===== src/rtl/reset_src.sv =====
// Reset source: debounced button, watchdog and software reset requests
// merged into one fixed-length, registered reset pulse with a latched cause.
//
// Ports:
//   i_clk      clock, rising edge
//   i_rst      synchronous active-high reset of this block only
//   i_btn_n    asynchronous external button, active-low
//   i_wdt_en   watchdog enable (level)
//   i_wdt_kick watchdog service (level, sampled every cycle)
//   i_sw_rst   software request, rising edge triggers
//   o_rst_req  registered reset request, PULSE_CYCLES cycles high
//   o_cause    last cause: 0 none, 1 button, 2 watchdog, 3 software
module reset_src #(
    parameter int unsigned DEBOUNCE_CYCLES = 16,
    parameter int unsigned WDT_TIMEOUT     = 65535,
    parameter int unsigned PULSE_CYCLES    = 8
) (
    input  logic       i_clk,
    input  logic       i_rst,
    input  logic       i_btn_n,
    input  logic       i_wdt_en,
    input  logic       i_wdt_kick,
    input  logic       i_sw_rst,
    output logic       o_rst_req,
    output logic [1:0] o_cause
);

    typedef enum logic {
        IDLE,
        ASSERT
    } state_t;

    localparam logic [15:0] DB_LAST   = 16'(DEBOUNCE_CYCLES - 1);
    localparam logic [23:0] WDT_LAST  = 24'(WDT_TIMEOUT - 1);
    localparam logic [7:0]  PULSE_LEN = 8'(PULSE_CYCLES);

    logic        sync1_q;
    logic        sync2_q;
    logic        btn_db_q;
    logic [15:0] db_cnt_q;
    logic        btn_evt_q;

    logic [23:0] wdt_cnt_q;
    logic        wdt_evt_q;

    logic        sw_prev_q;
    logic        sw_evt_q;

    state_t      state_q;
    state_t      state_d;
    logic [7:0]  pcnt_q;
    logic [7:0]  pcnt_d;
    logic [1:0]  cause_q;
    logic [1:0]  cause_d;
    logic        rst_req_q;

    // Synchronizer and debouncer; only a press (1->0) raises an event.
    always_ff @(posedge i_clk) begin
        if (i_rst) begin
            sync1_q   <= 1'b1;
            sync2_q   <= 1'b1;
            btn_db_q  <= 1'b1;
            db_cnt_q  <= '0;
            btn_evt_q <= 1'b0;
        end else begin
            sync1_q   <= i_btn_n;
            sync2_q   <= sync1_q;
            btn_evt_q <= 1'b0;
            if (sync2_q == btn_db_q) begin
                db_cnt_q <= '0;
            end else if (db_cnt_q == DB_LAST) begin
                btn_db_q  <= sync2_q;
                db_cnt_q  <= '0;
                btn_evt_q <= ~sync2_q;
            end else begin
                db_cnt_q <= db_cnt_q + 16'd1;
            end
        end
    end

    // Watchdog is held cleared while a pulse is in progress.
    always_ff @(posedge i_clk) begin
        if (i_rst) begin
            wdt_cnt_q <= '0;
            wdt_evt_q <= 1'b0;
        end else begin
            wdt_evt_q <= 1'b0;
            if (!i_wdt_en || i_wdt_kick || state_q == ASSERT) begin
                wdt_cnt_q <= '0;
            end else if (wdt_cnt_q == WDT_LAST) begin
                wdt_cnt_q <= '0;
                wdt_evt_q <= 1'b1;
            end else begin
                wdt_cnt_q <= wdt_cnt_q + 24'd1;
            end
        end
    end

    always_ff @(posedge i_clk) begin
        if (i_rst) begin
            sw_prev_q <= 1'b0;
            sw_evt_q  <= 1'b0;
        end else begin
            sw_prev_q <= i_sw_rst;
            sw_evt_q  <= i_sw_rst & ~sw_prev_q;
        end
    end

    always_comb begin
        state_d = state_q;
        pcnt_d  = pcnt_q;
        cause_d = cause_q;
        unique case (state_q)
            IDLE: begin
                if (btn_evt_q || wdt_evt_q || sw_evt_q) begin
                    state_d = ASSERT;
                    pcnt_d  = PULSE_LEN;
                    if (btn_evt_q) begin
                        cause_d = 2'd1;
                    end else if (wdt_evt_q) begin
                        cause_d = 2'd2;
                    end else begin
                        cause_d = 2'd3;
                    end
                end
            end
            ASSERT: begin
                // Events here are ignored; the pulse length is fixed.
                if (pcnt_q == 8'd1) begin
                    state_d = IDLE;
                    pcnt_d  = '0;
                end else begin
                    pcnt_d = pcnt_q - 8'd1;
                end
            end
            default: begin
                state_d = IDLE;
                pcnt_d  = '0;
            end
        endcase
    end

    always_ff @(posedge i_clk) begin
        if (i_rst) begin
            state_q   <= IDLE;
            pcnt_q    <= '0;
            cause_q   <= 2'd0;
            rst_req_q <= 1'b0;
        end else begin
            state_q   <= state_d;
            pcnt_q    <= pcnt_d;
            cause_q   <= cause_d;
            rst_req_q <= (state_d == ASSERT);
        end
    end

    assign o_rst_req = rst_req_q;
    assign o_cause   = cause_q;

endmodule


===== config.mk =====
export PLATFORM = sky130hd
export DESIGN_NAME = reset_src
export DESIGN_NICKNAME = d
export VERILOG_FILES = /design/src/rtl/reset_src.sv
export SDC_FILE = /design/constraint.sdc
export NUM_CORES = 1
export LEC_CHECK = 0
export CAP_MARGIN = 20
export CORE_UTILIZATION = 30
export CTS_CLUSTER_DIAMETER = 80
export CTS_CLUSTER_SIZE = 14
export DETAILED_ROUTE_END_ITERATION = 12
export GPL_ROUTABILITY_DRIVEN = 0
export PLACE_DENSITY = 0.55
export SYNTH_ARGS = -nofsm -noshare
export SYNTH_HDL_FRONTEND = slang
export SYNTH_SLANG_ARGS = --single-unit

===== constraint.sdc =====
create_clock -name i_clk -period 3.6 [get_ports i_clk]
set_input_delay 0.72 -clock i_clk [delete_from_list [all_inputs] [get_ports i_clk]]
set_output_delay 0.72 -clock i_clk [all_outputs]
set_load 0.1 [all_outputs]

==> flow_summary.ini <==
[outcome]
status = complete, no violations

[clocking]
cts_tree = yes
clkSlewWorstSetupHoldPaths_ns = 0.08
cts_resized = 0
htreeDepth = 3
numCtsBuffers = 9
clockBufferDepth = 2
hold_buffers = 0
cts_setup_buffers = 0
cts.sinks = 58
clk_latency_ns = 0.34
ctsRootBufferMaster = clkbuf_8

[die]
start_util = 0.312
num_rows = 33
die_area_mm2 = 0.00897
die_y_um = 94.7
io_pins = 9
coreArea_mm2 = 0.00826
die_w_um = 94.7

[routing]
routed_wl_mm = 4.83
first_iter_violations = 37
ant_nets = 0
viasPerCell = 4.92
vias = 2043
first_pass_iters = 4
wl_per_cell_um = 11.6
drc = 0

[cells_and_area]
antenna_cells = 0
layout_commonest_cell = dfxtp_1
n_fill_cell = 873
mostFrequentLayoutCells = dfxtp_1 (58), nor2_1 (43), nand3_1 (18)
layout.nets = 316
layout-drive-gt1-share = 0.0968
utilization = 0.362
area_growth_pct = 15.8
fin_area_mm2 = 0.00299

[synth]
avgSynthCellArea_um2 = 8.77
synth_cells = 294
synth-seq-area-share = 0.450
netlist_area_mm2 = 0.00258
synth-seq-cells = 58
synthDistinctLibCells = 47
ys_warn_count = 0
synth_edf_count = 0
ys_async_sr_fraction = 0
syn_nets = 305
synth_flop_cell = dfxtp_1

[global_route]
grt_pass1_wl_mm = 8.67
track_usage = 0.126
grt_max_degree = 25
grt_pass1_vias = 1926
grt_overflow = 0
antenna_found_initial = 0

[worst_setup_path]
cp_slowest_cell = clkdlybuf4s50_1
worstPathArrival_ns = 1.82
cp-end-kind = primary output
critPathMaxStageDelay_ns = 1.14
path_delay_family = buffers and inverters
cp_max_fo = 2
worstPathRequired_ns = 2.88
path_cells = clkdlybuf4s50_1
crit_buf_inv = 1
critical_path_class = reg2out
start_kind = flop

[timing]
rsz0062_at_grt = no
holdWs_ns = 0.389
skew_ns = 0.0106
fin_crit_sh = 0.704
tightest_slew_ns = 0.971
hold_viol = 0
slew_headroom = 0.350
max_freq_mhz = 394
setup_violations = 0
tns_ns = 0
period_minus_slack_ns = 2.54
slew_viol_final = 0

[pwr]
power_density_mw_per_mm2 = 508
ir_worst_vdd_v = 0.000217
power_leakage_nw = 0.973

[placement]
io_buffers = 8
place_area_mm2 = 0.00275
hpwl_mm = 3.27

[min_path]
hp-class = reg2reg

[run]
cap_violations = 0
[per-layer routing]
| metal | share of wire | routed length (um) | global-route usage | vias to the layer above |
|---|---|---|---|---|
| met5 | 0 | 0 | 0 | - |
| met4 | 0.013 | 65 | 0.0455 | 0 |
| met3 | 0.043 | 206 | 0.0539 | 5 |
| met2 | 0.46 | 2220 | 0.205 | 24 |
| met1 | 0.48 | 2340 | 0.147 | 940 |
| li1 | - | - | - | 1074 |
[registers in the layout, indices dropped and copies added (netlist names)]
name and count:
db_cnt_q 16, sync1_q 1, pcnt_q 8, wdt_cnt_q 24, wdt_evt_q 1, o_rst_req 1
sw_prev_q 1, btn_evt_q 1, sync2_q 1, o_cause 2, btn_db_q 1, sw_evt_q 1
[synthesized netlist by cell type, drive strengths merged (2+ instances only)]
cell type	instances	share of area
nand3	20	0.046
or3	12	0.030
clkbuf	6	0.0087
buf	4	0.014
nor2b	2	0.0049
or2	2	0.0049
nor2	43	0.063
and3	6	0.015
nor3	5	0.0097
nor4	8	0.019
xor2	15	0.051
o21ai	13	0.025
nand2	15	0.022
inv	7	0.010
a211oi	3	0.0087
and4	4	0.014
nand2b	2	0.0049
ha	5	0.024
a31oi	4	0.0097
dfxtp	58	0.45
or4	3	0.012
nand4	14	0.034
nor4b	3	0.010
xnor2	10	0.034
a21oi	16	0.033
and2	2	0.0049
[kinds of logic (layout without fill, tap and decap cells)]
group | count (synthesis) | count (layout) | share of synthesized area
compound gates | 43 | 43 | 0.0980
fa+ha+maj | 5 | 5 | 0.0243
buf+inv | 17 | 33 | 0.0325
xor+xnor | 25 | 25 | 0.0849
mux | 1 | 1 | 0.00388
simple gates | 145 | 145 | 0.306
flops | 58 | 58 | 0.450
[per-stage QoR]
step | power, mW | setup slack, ns | instances
after global routing | 1.59 | 0.991 | 415
after detailed placement | 0.808 | 1.16 | 399
after floorplan | 0.778 | 1.30 | 294
after CTS | 1.54 | 1.03 | 415
final | 1.52 | 1.06 | 415
after global placement | 0.805 | 1.25 | 399
[area by class of cell]
type,instances,area (um2),share of cell area
clock buffers,9,124,0.0415
clock inverters,7,118,0.0394
inverters,7,26.3,0.00880
multi-input cells,219,1330,0.447
flip-flops and latches,58,1160,0.389
well taps,105,131,0.0440
repair buffers,10,92.6,0.0310
[where the power goes]
group	switching, mW	total [mW]	leakage [nW]	internal, mW
clock network	0.266	0.725	0.123	0.459
logic	0.0669	0.107	0.380	0.0398
registers	0.0229	0.686	0.470	0.663
[final timing paths]
check / start / endpoint / slack, ns / cells past startpoint
max: o_cause[1] / o_cause[1] / 1.06 / 1
min: sw_prev_q / sw_evt_q / 0.39 / 1
max reg2reg: pcnt_q[1] / pcnt_q[6] / 1.64 / 6
min reg2reg: sw_prev_q / sw_evt_q / 0.39 / 1
(Power assumes the default switching activity.)
